File: src/rtl/cpu_pkg.sv
// Shared types and constants for the core's memory-side blocks.
package cpu_pkg;
    typedef enum logic [1:0] {OWN_NONE, OWN_IF, OWN_LS} owner_t;

    localparam int BYTE_LANES = 4;
    localparam logic [BYTE_LANES-1:0] WREN_LOAD = 4'b0000;
endpackage

File: src/rtl/arb_fair_pick.sv
// Fetch vs load/store pick: load/store wins unless it has been granted
// MAX_DSTREAK times in a row while fetch was waiting.
module arb_fair_pick #(
    parameter int MAX_DSTREAK = 4
) (
    input  logic clk,
    input  logic rstd,
    input  logic halt,
    input  logic if_req,
    input  logic ls_req,
    output logic if_gnt,
    output logic ls_gnt
);
    localparam logic [3:0] STREAK_MAX = 4'(MAX_DSTREAK);

    logic [3:0] r_streak;
    logic [3:0] w_streak_nxt;
    logic       w_if_turn;

    assign w_if_turn = (r_streak >= STREAK_MAX);

    always_comb begin
        if_gnt = 1'b0;
        ls_gnt = 1'b0;
        if (!rstd && !halt) begin
            if (ls_req && !(if_req && w_if_turn)) begin
                ls_gnt = 1'b1;
            end else if (if_req) begin
                if_gnt = 1'b1;
            end
        end
    end

    // Halt freezes the streak so arbitration resumes exactly where it stopped.
    always_comb begin
        w_streak_nxt = r_streak;
        if (!halt) begin
            if (ls_gnt && if_req) begin
                w_streak_nxt = w_if_turn ? STREAK_MAX : r_streak + 4'd1;
            end else begin
                w_streak_nxt = 4'd0;
            end
        end
    end

    always_ff @(posedge clk or posedge rstd) begin
        if (rstd) begin
            r_streak <= 4'd0;
        end else begin
            r_streak <= w_streak_nxt;
        end
    end
endmodule

File: src/rtl/mem_arbiter.sv
// Single-port RAM arbiter between fetch and load/store; read data returns
// one cycle after the grant, steered to the requester that owns it.
module mem_arbiter
    import cpu_pkg::*;
#(
    parameter int ADDR_W      = 32,
    parameter int DATA_W      = 32,
    parameter int MAX_DSTREAK = 4
) (
    input  logic                  clk,
    input  logic                  rstd,
    input  logic                  halt,
    input  logic                  if_req,
    input  logic [ADDR_W-1:0]     if_addr,
    output logic                  if_gnt,
    output logic                  if_rvalid,
    output logic [DATA_W-1:0]     if_rdata,
    input  logic                  ls_req,
    input  logic [BYTE_LANES-1:0] ls_wren,
    input  logic [ADDR_W-1:0]     ls_addr,
    input  logic [DATA_W-1:0]     ls_wdata,
    output logic                  ls_gnt,
    output logic                  ls_rvalid,
    output logic [DATA_W-1:0]     ls_rdata,
    output logic                  mem_en,
    output logic [BYTE_LANES-1:0] mem_wren,
    output logic [ADDR_W-3:0]     mem_addr,
    output logic [DATA_W-1:0]     mem_wdata,
    input  logic [DATA_W-1:0]     mem_rdata
);
    owner_t r_pend_owner;
    owner_t w_own_nxt;
    logic   w_ls_read;
    logic   w_unused_lsb;

    arb_fair_pick #(
        .MAX_DSTREAK(MAX_DSTREAK)
    ) u_pick (
        .clk    (clk),
        .rstd   (rstd),
        .halt   (halt),
        .if_req (if_req),
        .ls_req (ls_req),
        .if_gnt (if_gnt),
        .ls_gnt (ls_gnt)
    );

    // Byte offsets are the requester's concern; the RAM is word addressed.
    assign w_unused_lsb = ^{if_addr[1:0], ls_addr[1:0]};

    assign w_ls_read = ls_gnt && (ls_wren == WREN_LOAD);

    always_comb begin
        mem_en    = if_gnt | ls_gnt;
        mem_wren  = WREN_LOAD;
        mem_addr  = '0;
        mem_wdata = '0;
        if (ls_gnt) begin
            mem_wren  = ls_wren;
            mem_addr  = ls_addr[ADDR_W-1:2];
            mem_wdata = ls_wdata;
        end else if (if_gnt) begin
            mem_addr  = if_addr[ADDR_W-1:2];
        end
    end

    always_comb begin
        w_own_nxt = OWN_NONE;
        if (if_gnt) begin
            w_own_nxt = OWN_IF;
        end else if (w_ls_read) begin
            w_own_nxt = OWN_LS;
        end
    end

    always_ff @(posedge clk or posedge rstd) begin
        if (rstd) begin
            r_pend_owner <= OWN_NONE;
        end else begin
            r_pend_owner <= w_own_nxt;
        end
    end

    assign if_rvalid = (r_pend_owner == OWN_IF);
    assign ls_rvalid = (r_pend_owner == OWN_LS);
    assign if_rdata  = if_rvalid ? mem_rdata : '0;
    assign ls_rdata  = ls_rvalid ? mem_rdata : '0;
endmodule
File: config.mk
export PLATFORM = sky130hd
export DESIGN_NAME = mem_arbiter
export DESIGN_NICKNAME = d
export VERILOG_FILES = /design/src/rtl/cpu_pkg.sv /design/src/rtl/arb_fair_pick.sv /design/src/rtl/mem_arbiter.sv
export SDC_FILE = /design/constraint.sdc
export NUM_CORES = 1
export LEC_CHECK = 0
export BUFFER_PORTS_ARGS = -buffer_cell sky130_fd_sc_hd__buf_2
export CELL_PAD_IN_SITES_DETAIL_PLACEMENT = 0
export CELL_PAD_IN_SITES_GLOBAL_PLACEMENT = 1
export CORE_AREA = 2 2 106 108
export DETAILED_ROUTE_END_ITERATION = 12
export DIE_AREA = 0 0 108 110
export HOLD_SLACK_MARGIN = 0.05
export PLACE_DENSITY_LB_ADDON = 0.25
export SLEW_MARGIN = 0
export SYNTH_ARGS = -nofsm -noshare
export SYNTH_HDL_FRONTEND = slang
export SYNTH_SLANG_ARGS = --single-unit
File: constraint.sdc
create_clock -name clk -period 2.15 [get_ports clk]
set_clock_uncertainty 0.2 [all_clocks]
set_input_delay 0.5375 -clock clk [delete_from_list [all_inputs] [get_ports clk]]
set_output_delay 0.5375 -clock clk [all_outputs]
set_load 0.01 [all_outputs]
### Word level (Yosys, flattened, before mapping)

Index checks and enable logic that the tools add are counted.

| word-level totals | value |
|---|---|
| flip-flop bits (word level) | 6 |
| input bits | 137 |
| output and inout port bits | 135 |
| logic and storage cells | 31 |

| operators by class | value |
|---|---|
| add/subtract/negate cells | 1 |
| $lt $le $gt $ge | 1 |
| equal/unequal tests | 2 |
| multiplexer cells | 15 |
| bitwise gates (word level) | 1 |
| reduce and logical (&&, ||, !) cells | 9 |

Operators by type and width:

| kind | count |
|---|---|
| 32-bit 2-to-1 mux | 3 |
| 30-bit 2-to-1 mux | 2 |
| 4-bit 2-to-1 mux | 3 |
| 1-bit logical AND | 5 |
| 1-bit 2-to-1 mux | 5 |
| 4-bit by 1-bit adder with 4-bit output, second input constant | 1 |
| 4-bit by 3-bit greater-or-equal comparator with 1-bit output, second input constant | 1 |
| 4-bit logical NOT | 1 |
| 2-bit 2-to-1 mux | 2 |
| 1-bit logical NOT | 3 |
| 2-bit by 1-bit equality test with 1-bit output, second input constant | 1 |
| 2-bit equality test, second input constant | 1 |
| 1-bit OR | 1 |

### Logic depth before layout (Yosys ltp)

Gate-level depths: netlist of run 1.

| logic depth | value |
|---|---|
| depth in word-level cells | 9 |
| mapped depth | 6 |
| gate-level depth less buffers | 3 |

### Cells and area by module

A second synthesis of run 1 with hierarchy kept.

| unflattened totals | value |
|---|---|
| cells, all modules | 179 |
| area total of the unflattened synthesis | 1,282.5 um^2 |

Modules (own cells, without submodules):

| module | times used | cells each | area each (um^2) | sequential area each (um^2) |
|---|---|---|---|---|
| mem_arbiter | 1 | 160 | 1,077.3 | 50.0 |
| arb_fair_pick | 1 | 19 | 205.2 | 100.1 |

### Least setup slack after synthesis of run 1

No wires, ideal clock.

| timing | value |
|---|---|
| path type | in2out |
| start | in ls_req |
| end | out mem_addr[17] |
| arrival time | 1,337 ps |
| required time | 1,412 ps |
| path slack | 76 ps |
| stages on the path | 5 |
| path buffers | 2 |
| cell sequence | nor3b_2 > and3b_1 > buf_2 > buf_6 > a22o_1 |

| on the way | value |
|---|---|
| word-level cells in the longest chain between the ends | 5 |
| elaborated cells between the ends (all ways) | 7 |
| classes of those cells | 6 x mux; 1 x reduce/logical |

RTL lines:

| element | line | source |
|---|---|---|
| from (decl) | mem_arbiter.sv:18 | `input logic ls_req,` |
| 1-bit logical AND | arb_fair_pick.sv:26 | `if (ls_req && !(if_req && w_if_turn)) begin` |
| 1-bit 2-to-1 mux | arb_fair_pick.sv:26 |  |
| 1-bit 2-to-1 mux | arb_fair_pick.sv:25 | `if (!rstd && !halt) begin` |
| named net if_gnt | mem_arbiter.sv:15 | `output logic if_gnt,` |
| 30-bit 2-to-1 mux | mem_arbiter.sv:62 | `end else if (if_gnt) begin` |
| 30-bit 2-to-1 mux | mem_arbiter.sv:58 | `if (ls_gnt) begin` |
| to (decl) | mem_arbiter.sv:27 | `output logic [ADDR_W-3:0] mem_addr,` |

The timed path passes the listed nets, and every way through them passes these cells.

### Worst setup path in the final report of run 1

| timing | value |
|---|---|
| start | reg u_pick.r_streak[2] |
| end | out mem_en |

| on the way | value |
|---|---|
| word-level cells in the longest chain between the ends | 7 |
| elaborated cells between the ends (all ways) | 9 |
| classes of those cells | 1 x order compare; 4 x mux; 1 x bitwise; 3 x reduce/logical |

RTL lines:

| element | line | source |
|---|---|---|
| from (decl) | arb_fair_pick.sv:16 | `logic [3:0] r_streak;` |
| from (signal assigned) | arb_fair_pick.sv:50 | `r_streak <= w_streak_nxt;` |
| 4-bit by 3-bit greater-or-equal comparator with 1-bit output (*) | arb_fair_pick.sv:20 | `assign w_if_turn = (r_streak >= STREAK_MAX);` |
| 1-bit logical AND (*) | arb_fair_pick.sv:26 |  |
| 1-bit logical NOT (*) | arb_fair_pick.sv:26 |  |
| 1-bit logical AND (*) | arb_fair_pick.sv:26 |  |
| 1-bit 2-to-1 mux | arb_fair_pick.sv:26 |  |
| 1-bit 2-to-1 mux | arb_fair_pick.sv:25 |  |
| 1-bit OR (*) | mem_arbiter.sv:54 | `mem_en = if_gnt \| ls_gnt;` |
| to (decl) | mem_arbiter.sv:25 | `output logic mem_en,` |

Mark *: on every way between the ends. The rest lies on a longest branch, timed or not.

==> results_dict.tcl, run 1 <==
set metrics [dict create \
    status "complete, but fails checks" \
    violations "setup timing" \
    crit_type "reg -> out" \
    worst_slew_pin_slew_ns 0.2728 \
    period_needed_ns 2.316 \
    grt_pass1_wl_microns 8845 \
    synth.most_common_cell "and2_1" \
    cts_buffer_depth 2 \
    ant_nets 0 \
    clkLatencyLatePin_ns 0.22 \
    clockPowerShare_pct 28.4 \
    avgSynthCellArea_sq_um 7.500 \
    r2r_start "u_pick.r_streak[2]" \
    setup_ws_ns -0.1662 \
    syn_to_final_growth_pct 127.1 \
    layout-drive-gt1-share_pct 65.90 \
    die_h_microns 110 \
    core_area_sq_um 10700 \
    synthTopCellsByArea "and2_1 (50%), a22o_1 (22%), dfrtp_1 (12%)" \
    gr-usage-met2_pct 19.09 \
    io_pins 272 \
    ir_drop_uv 121.9 \
    antenna_cells 0 \
    dp_hpwl_microns 5640 \
    floorplan.initialDensity_pct 11.99 \
    cp.required_ns 1.41 \
    synth_warnings 0 \
    met3_usage_pct 0.9994 \
    setup.worst_path.end "mem_en" \
    totalWireLength_microns 6423 \
    worstPathMaxFanout 22 \
    cp-start-kind "flip-flop" \
    synth_nets 309 \
    n_fill_cell 1209 \
    rrSetupSlack_ns 0.79 \
    p_total_uw 582.9 \
    seq_power_share_pct 20.0 \
    min_path_type "reg -> reg" \
    avgViaCountPerCell 3.827 \
    synth_cells 171 \
    synth_seq_cells 6 \
    cp-end-kind "output pin" \
    power_density_nw_per_um2 200.1 \
    synth_top_area_share_pct 49.76 \
    first_pass_iters 4 \
    p_int_uw 411.2 \
    grt_pass1_vias 1977 \
    combPwrFrac_pct 51.6 \
    grt.met1_usage_pct 9.628 \
    ys_seq_area_share_pct 11.71 \
    htreeDepth 1 \
    arrival_ns 1.58 \
    clock.fmax_ghz 0.4317 \
    routed-via-count 2208 \
    drv_slew 0 \
    grt-busiest-layer "met2" \
    grtUsageTotal_pct 9.271 \
    cts_buffers 3 \
    cts.sink_count 6 \
    slew_headroom_pct 81.65 \
    maxCapViolCount 0 \
    rsz0062_at_grt "yes" \
    synthTopCellsByCount "and2_1 (102), a22o_1 (32), clkbuf_1 (7)" \
    tritoncts "yes" \
    cts-root-buf "clkbuf_8" \
    rows 38 \
    wl_per_cell_microns 11.13 \
    rr_worst_depth 4 \
    yosysTopAreaCell "and2_1" \
    p_leak_uw 0.001919 \
    netSwitchingFraction_pct 29.46 \
    fp.dieW_microns 108 \
    grt_overflow 0 \
    synth_edf_count 0 \
    die-area_sq_um 11880 \
    min_period_over_period_pct 107.7 \
    portBuffers 267 \
    nets 577 \
    fin_tns_setup_ns -6.576 \
    drtIter0Drc 40 \
    drc 0 \
    synthArstFlopShare_pct 100.0 \
    hold_violations 0 \
    whs_path_depth 1 \
    switchingPower_uw 171.7 \
    antenna_found_initial 0 \
    reg2reg_to "r_pend_owner[1]" \
    synth_ff_type "dfrtp_1" \
    clk_pin_slew_ns 0.03 \
    setup_viol 68 \
    synth_cell_type_count 17 \
    gp_congestion 0.7252 \
    critPathLaunch "u_pick.r_streak[2]" \
    syn_area_sq_um 1282 \
    pre_cts_ws_ns -0.1575 \
    grt_max_degree 34 \
]
## sequential cells by signal, indices dropped and copies added, names as in the netlist
register,count
u_pick.r_streak,4
r_pend_owner,2
## layer usage
metal / part of all wire [%] / up-vias
met4: 1.5 / 0
met1: 34 / 976
li1: - / 1100
met3: 7.4 / 6
met5: 0 / -
met2: 57 / 126
## cells in the final DEF (no fill, tap or decap)
cell type        n
nor2b_2          1
buf_12           6
or2_1            1
and3b_1          1
buf_6            1
a22o_1          32
ha_1             1
clkbuf_8         3
buf_4            6
buf_2          267
nor3b_2          1
nor4_1           1
dlygate4sd3_1    1
mux2_2           1
and3_4           1
dfrtp_1          6
nor2_2           1
and2_1         102
and3_1           1
inv_1            1
nor2b_1          1
o21ai_1          1
## worst max-delay path: stages (launching register included)
cell and delay [ns]:
dfrtp_1 0.41, nor3b_2 0.19, and3b_1 0.25, buf_12 0.17, or2_1 0.20, buf_2 0.14
## worst min-delay path by stage
stage	endpoint	slack, ns	startpoint
global route	u_pick.r_streak[0]	0.36	u_pick.r_streak[0]
floorplan	r_pend_owner[0]	0.13	rstd
detailed placement	u_pick.r_streak[3]	0.28	rstd
global placement	u_pick.r_streak[3]	0.27	rstd
CTS	u_pick.r_streak[1]	0.32	u_pick.r_streak[1]
finish	u_pick.r_streak[1]	0.31	u_pick.r_streak[1]
## stage by stage
stage                     cell area [sq um]  util, %  cells  hold WS (ns)
final                                  2913    27.23    577        0.3114
after floorplan                        1282        -    171        0.1285
after CTS                              2890    27.02    576        0.3169
after global placement                 2809    26.26    571        0.2713
after detailed placement               2809    26.26    571        0.2764
after global routing                   2913    27.23    577        0.3565
## logic make-up after synthesis
logic type / share of synthesized area, %
simple gates: 54.63
mux: 0.8780
buf+inv: 9.560
compound gates: 22.24
fa+ha+maj: 0.9755
flops: 11.71
## area by class of cell
type | instances | area (sq um) | share of cell area (%)
Timing Repair Buffer | 281 | 1523 | 52.28
Multi-Input combinational cell | 146 | 1020 | 35.01
Tap cell | 140 | 175.2 | 6.014
Sequential cell | 6 | 150.1 | 5.155
Clock buffer | 3 | 41.29 | 1.418
Inverter | 1 | 3.754 | 0.1289
## power groups by stage
| stage | logic, uW | registers, uW | clock network, uW |
|---|---|---|---|
| detailed placement | 295 | 118 | 0 |
| floorplan | 110 | 118 | 0 |
| CTS | 303 | 117 | 172 |
| global route | 331 | 117 | 176 |
| finish | 301 | 117 | 165 |
| global placement | 294 | 118 | 0 |
## what timing repair did
action                                 4_1_cts  5_1_grt
hold buffers                                 1        0
pin swaps                                    0        0
gates resized for setup                      7        2
endpoints found under the hold margin        6        0
setup endpoints to repair                   69       70
cloned                                       1        0
setup buffers                                0        1
Note: power is estimated with default switching activity, not from simulation.
==> inputs of run 2 (changes only) <==
Clock period 2.15 ns to 2.2 ns, I/O delays scaled along.
==> results_dict.tcl, run 2 (synthesis gave the netlist of run 1 again) <==
set metrics [dict create \
    instances_no_fill 587 \
    cp-end-kind "output pin" \
    floorplan.initialDensity_pct 11.99 \
    gp_congestion 0.7227 \
    seq_power_share_pct 17.9 \
    crit_type "in -> out" \
    syn_to_final_growth_pct 160.7 \
    die_h_microns 110 \
    layout_commonest_cell "buf_2" \
    ir_drop_uv 139.1 \
    rows 38 \
    die-area_sq_um 11880 \
    antenna_cells 0 \
    drv_slew 0 \
    arrival_ns 1.57 \
    hold_violations 0 \
    setup_ws_ns -0.1170 \
    violations "setup timing" \
    grtUsageTotal_pct 9.174 \
    clkLatencyLatePin_ns 0.22 \
    cts_buffers 3 \
    core_area_sq_um 10700 \
    drc 0 \
    ant_nets 0 \
    switchingPower_uw 183.8 \
    cts.sink_count 6 \
    worst_slew_pin_slew_ns 0.3008 \
    reg.largest.list "u_pick.r_streak x4, r_pend_owner x2" \
    critPathLaunch "if_req" \
    power_density_nw_per_um2 190.1 \
    cp.required_ns 1.45 \
    totalWireLength_microns 7197 \
    grt_pass1_wl_microns 8742 \
    final_cell_mix "buf_2 (237), and2_1 (75), buf_6 (34), a22o_1 (32), and2_4 (27)" \
    cts_buffer_depth 2 \
    p_int_uw 451.7 \
    nets 587 \
    design_area_sq_um 3343 \
    dp_hpwl_microns 5589 \
    period_needed_ns 2.317 \
    drtIter0Drc 53 \
    min_period_over_period_pct 105.3 \
    first_pass_iters 4 \
    dp_cells 571 \
    clockPowerShare_pct 25.2 \
    largest_reg_flops 4 \
    fin_util_pct 31.25 \
    cp-start-kind "input port" \
    worstPathMaxFanout 8 \
    clk_pin_slew_ns 0.03 \
    hold_ws_ns 0.3238 \
    clock.fmax_ghz 0.4316 \
    placed_cell_area_sq_um 2784 \
    grt_pass1_vias 1894 \
    top_register "u_pick.r_streak" \
    hold_path_startpoint "u_pick.r_streak[0]" \
    r2r_start "u_pick.r_streak[2]" \
    cts-root-buf "clkbuf_8" \
    fp.dieW_microns 108 \
    netSwitchingFraction_pct 28.92 \
    io_pins 272 \
    min_path_type "reg -> reg" \
    combPwrFrac_pct 56.9 \
    status "complete, but fails checks" \
    portBuffers 267 \
    grt_max_degree 29 \
    wl_per_cell_microns 12.26 \
    rsz0062_at_grt "yes" \
    n_fill_cell 1157 \
    p_total_uw 635.5 \
    maxCapViolCount 0 \
    p_leak_uw 0.002069 \
    tritoncts "yes" \
    avgViaCountPerCell 3.855 \
    htreeDepth 1 \
    layout-drive-gt1-share_pct 72.71 \
    slew_headroom_pct 79.76 \
    grt_overflow 0 \
    antenna_found_initial 0 \
    setup_viol 58 \
    routed-via-count 2263 \
]
run 2: cell count changes in the layout (fill, tap and decap cells not counted), sizes merged:
cell	previous run	this run
clkbuf	3	7
buf	280	286
run 2: what timing repair did:
action	in CTS	in global routing
pin swaps	5	23
gates resized for setup	26	46
hold buffers	1	0
gates cloned	2	5
hold endpoints to repair	6	0
buffers inserted	0	5
setup endpoints to repair	67	71
run 2: metal layers:
layer  share of wire, %  GRT usage (%)
met2                 59          19.50
met5                  0              0
met1                 33          9.493
met4               0.65          1.923
met3                6.9         0.9994
run 2: final timing paths:
kind	endpoint	slack (ns)	cells past startpoint
worst max-delay path	mem_en	-0.12	7
worst min-delay path	u_pick.r_streak[0]	0.32	1
worst max register to register	r_pend_owner[1]	0.57	7
worst min register to register	u_pick.r_streak[0]	0.32	1
max in group asynchronous	u_pick.r_streak[2]	1.00	3
min in group asynchronous	r_pend_owner[0]	0.61	3
run 2: power by group through the flow:
stage | combinational [uW] | clock (uW) | sequential (uW)
2_1_floorplan | 107 | 0 | 115
3_3_place_gp | 285 | 0 | 115
3_5_place_dp | 286 | 0 | 115
4_1_cts | 311 | 164 | 114
5_1_grt | 391 | 176 | 114
6_report | 361 | 160 | 114
run 2: layout make-up:
type                    count  area [sq um]  share of cell area, %
repair buffers            291          1882                  56.29
inverters                   1         3.754                 0.1123
multi-input cells         146          1091                  32.63
flip-flops and latches      6         150.1                  4.491
well taps                 140         175.2                  5.240
clock buffers               3         41.29                  1.235
run 2: worst max-delay path: stages:
cell and delay (ns):
buf_2 0.09, o21ai_1 0.06, and3_4 0.20, buf_12 0.15
clkbuf_16 0.16, or2_1 0.21, buf_2 0.14
run 2: stage by stage:
stage	worst slack, ns	setup TNS, ns
floorplan	0.1008	0
global placement	-0.1307	-5.552
detailed placement	-0.1339	-6.168
CTS	-0.1201	-4.004
global route	-0.2254	-9.601
finish	-0.1170	-4.419
==> inputs of run 3 (changes only) <==
Settings changed: RECOVER_POWER set to 100.
==> results_dict.tcl, run 3 (synthesis gave the netlist of run 1 again) <==
set metrics [dict create \
    violations "setup timing" \
    first_pass_iters 4 \
    rows 38 \
    floorplan.initialDensity_pct 11.99 \
    grt_max_degree 29 \
    layout_commonest_cell "buf_2" \
    design_area_sq_um 3308 \
    clkLatencyLatePin_ns 0.22 \
    crit_chain "clkbuf_1 > nor2_4 > and3_4 > buf_12 > clkbuf_16 > or2_1 > buf_2" \
    dr_wl_met2_microns 4282 \
    placed_cell_area_sq_um 2784 \
    ant_nets 0 \
    met3WireLength_microns 500 \
    drc 0 \
    routed-via-count 2251 \
    p_leak_uw 0.002009 \
    tritoncts "yes" \
    hold_ws_ns 0.3238 \
    syn_to_final_growth_pct 158.0 \
    period_needed_ns 2.346 \
    min_period_over_period_pct 106.6 \
    wl_met1_microns 2401 \
    worst_slew_pin_slew_ns 0.3008 \
    status "complete, but fails checks" \
    rsz0062_at_grt "yes" \
    portBuffers 267 \
    grt_overflow 0 \
    arrival_ns 1.60 \
    worstPathMaxFanout 8 \
    p_total_uw 632.0 \
    maxCapViolCount 0 \
    antenna_cells 0 \
    ir_drop_uv 139.0 \
    layout-drive-gt1-share_pct 70.02 \
    fp.dieW_microns 108 \
    totalWireLength_microns 7231 \
    crit_type "in -> out" \
    core_area_sq_um 10700 \
    drtIter0Drc 51 \
    clock.fmax_ghz 0.4262 \
    htreeDepth 1 \
    min_path_type "reg -> reg" \
    power_density_nw_per_um2 191.0 \
    critical_path.max_stage_delay_ns 0.21 \
    slew_headroom_pct 79.76 \
    grtUsageTotal_pct 9.174 \
    dp_hpwl_microns 5589 \
    final_cell_mix "buf_2 (228), and2_1 (70), a22o_1 (32), buf_6 (32), and2_4 (27)" \
    antenna_found_initial 0 \
    cp-end-kind "output pin" \
    cts_buffer_depth 2 \
    reg.largest.list "u_pick.r_streak x4, r_pend_owner x2" \
    cts-root-buf "clkbuf_8" \
    die-area_sq_um 11880 \
    setup_ws_ns -0.1462 \
    worst_path_max_delay_cell "or2_1" \
    dr.max_layer_used "met4" \
    cts.sink_count 6 \
    wl_per_cell_microns 12.32 \
    io_pins 272 \
    grt_pass1_wl_microns 8742 \
    cp-start-kind "input port" \
    cp.required_ns 1.45 \
    cts_buffers 3 \
    top_register "u_pick.r_streak" \
    grt_pass1_vias 1894 \
    largest_reg_flops 4 \
    avgViaCountPerCell 3.835 \
    drv_slew 0 \
    nets 587 \
    clk_pin_slew_ns 0.03 \
    setup_viol 64 \
    die_h_microns 110 \
    n_fill_cell 1165 \
    hold_violations 0 \
    gp_congestion 0.7227 \
]
run 3: final cells by class:
class	instances	area [sq um]	share of cell area [%]
Sequential cell	6	150.1	4.539
Tap cell	140	175.2	5.295
Multi-Input combinational cell	146	1091	32.98
Inverter	1	3.754	0.1135
Clock buffer	3	41.29	1.248
Timing Repair Buffer	291	1847	55.82
run 3: path summary, 6_finish.rpt:
| check | endpoint | start | cells past startpoint | slack [ns] |
|---|---|---|---|---|
| worst max-delay path | mem_en | rstd | 7 | -0.15 |
| worst min-delay path | u_pick.r_streak[0] | u_pick.r_streak[0] | 1 | 0.32 |
| worst max register to register | r_pend_owner[1] | u_pick.r_streak[2] | 7 | 0.57 |
| worst min register to register | u_pick.r_streak[0] | u_pick.r_streak[0] | 1 | 0.32 |
| max in group asynchronous | u_pick.r_streak[2] | rstd | 3 | 0.97 |
| min in group asynchronous | r_pend_owner[0] | rstd | 3 | 0.64 |
run 3: per-layer routing:
metal | track usage, % | up-vias
met5 | 0 | -
li1 | - | 1123
met4 | 1.923 | 0
met1 | 9.493 | 1004
met2 | 19.50 | 122
met3 | 0.9994 | 2
run 3: power breakdown:
part / internal (uW) / switching (uW)
logic: 218 / 140
clock network: 117 / 42.8
registers: 113 / 1.01
run 3: stage by stage:
stage / util [%] / setup TNS [ns] / setup WS [ns] / cells
global placement: 26.02 / -5.552 / -0.1307 / 571
finish: 30.92 / -5.288 / -0.1462 / 587
CTS: 27.75 / -4.004 / -0.1201 / 577
detailed placement: 26.02 / -6.168 / -0.1339 / 571
floorplan: - / 0 / 0.1008 / 171
global route: 30.92 / -10.20 / -0.2254 / 587
run 3: what timing repair did:
action / in CTS / in global routing
endpoints found under the hold margin: 6 / 0
setup buffers: 0 / 5
gates cloned: 2 / 5
resized for setup: 26 / 46
hold buffers: 1 / 0
setup endpoints to repair: 67 / 71
pin swaps: 5 / 23
run 3: critical path, delay by kind of cell:
kind | cells | cell delay (ns)
AND/OR/NAND/NOR | 3 | 0.44
buffers and inverters | 4 | 0.60
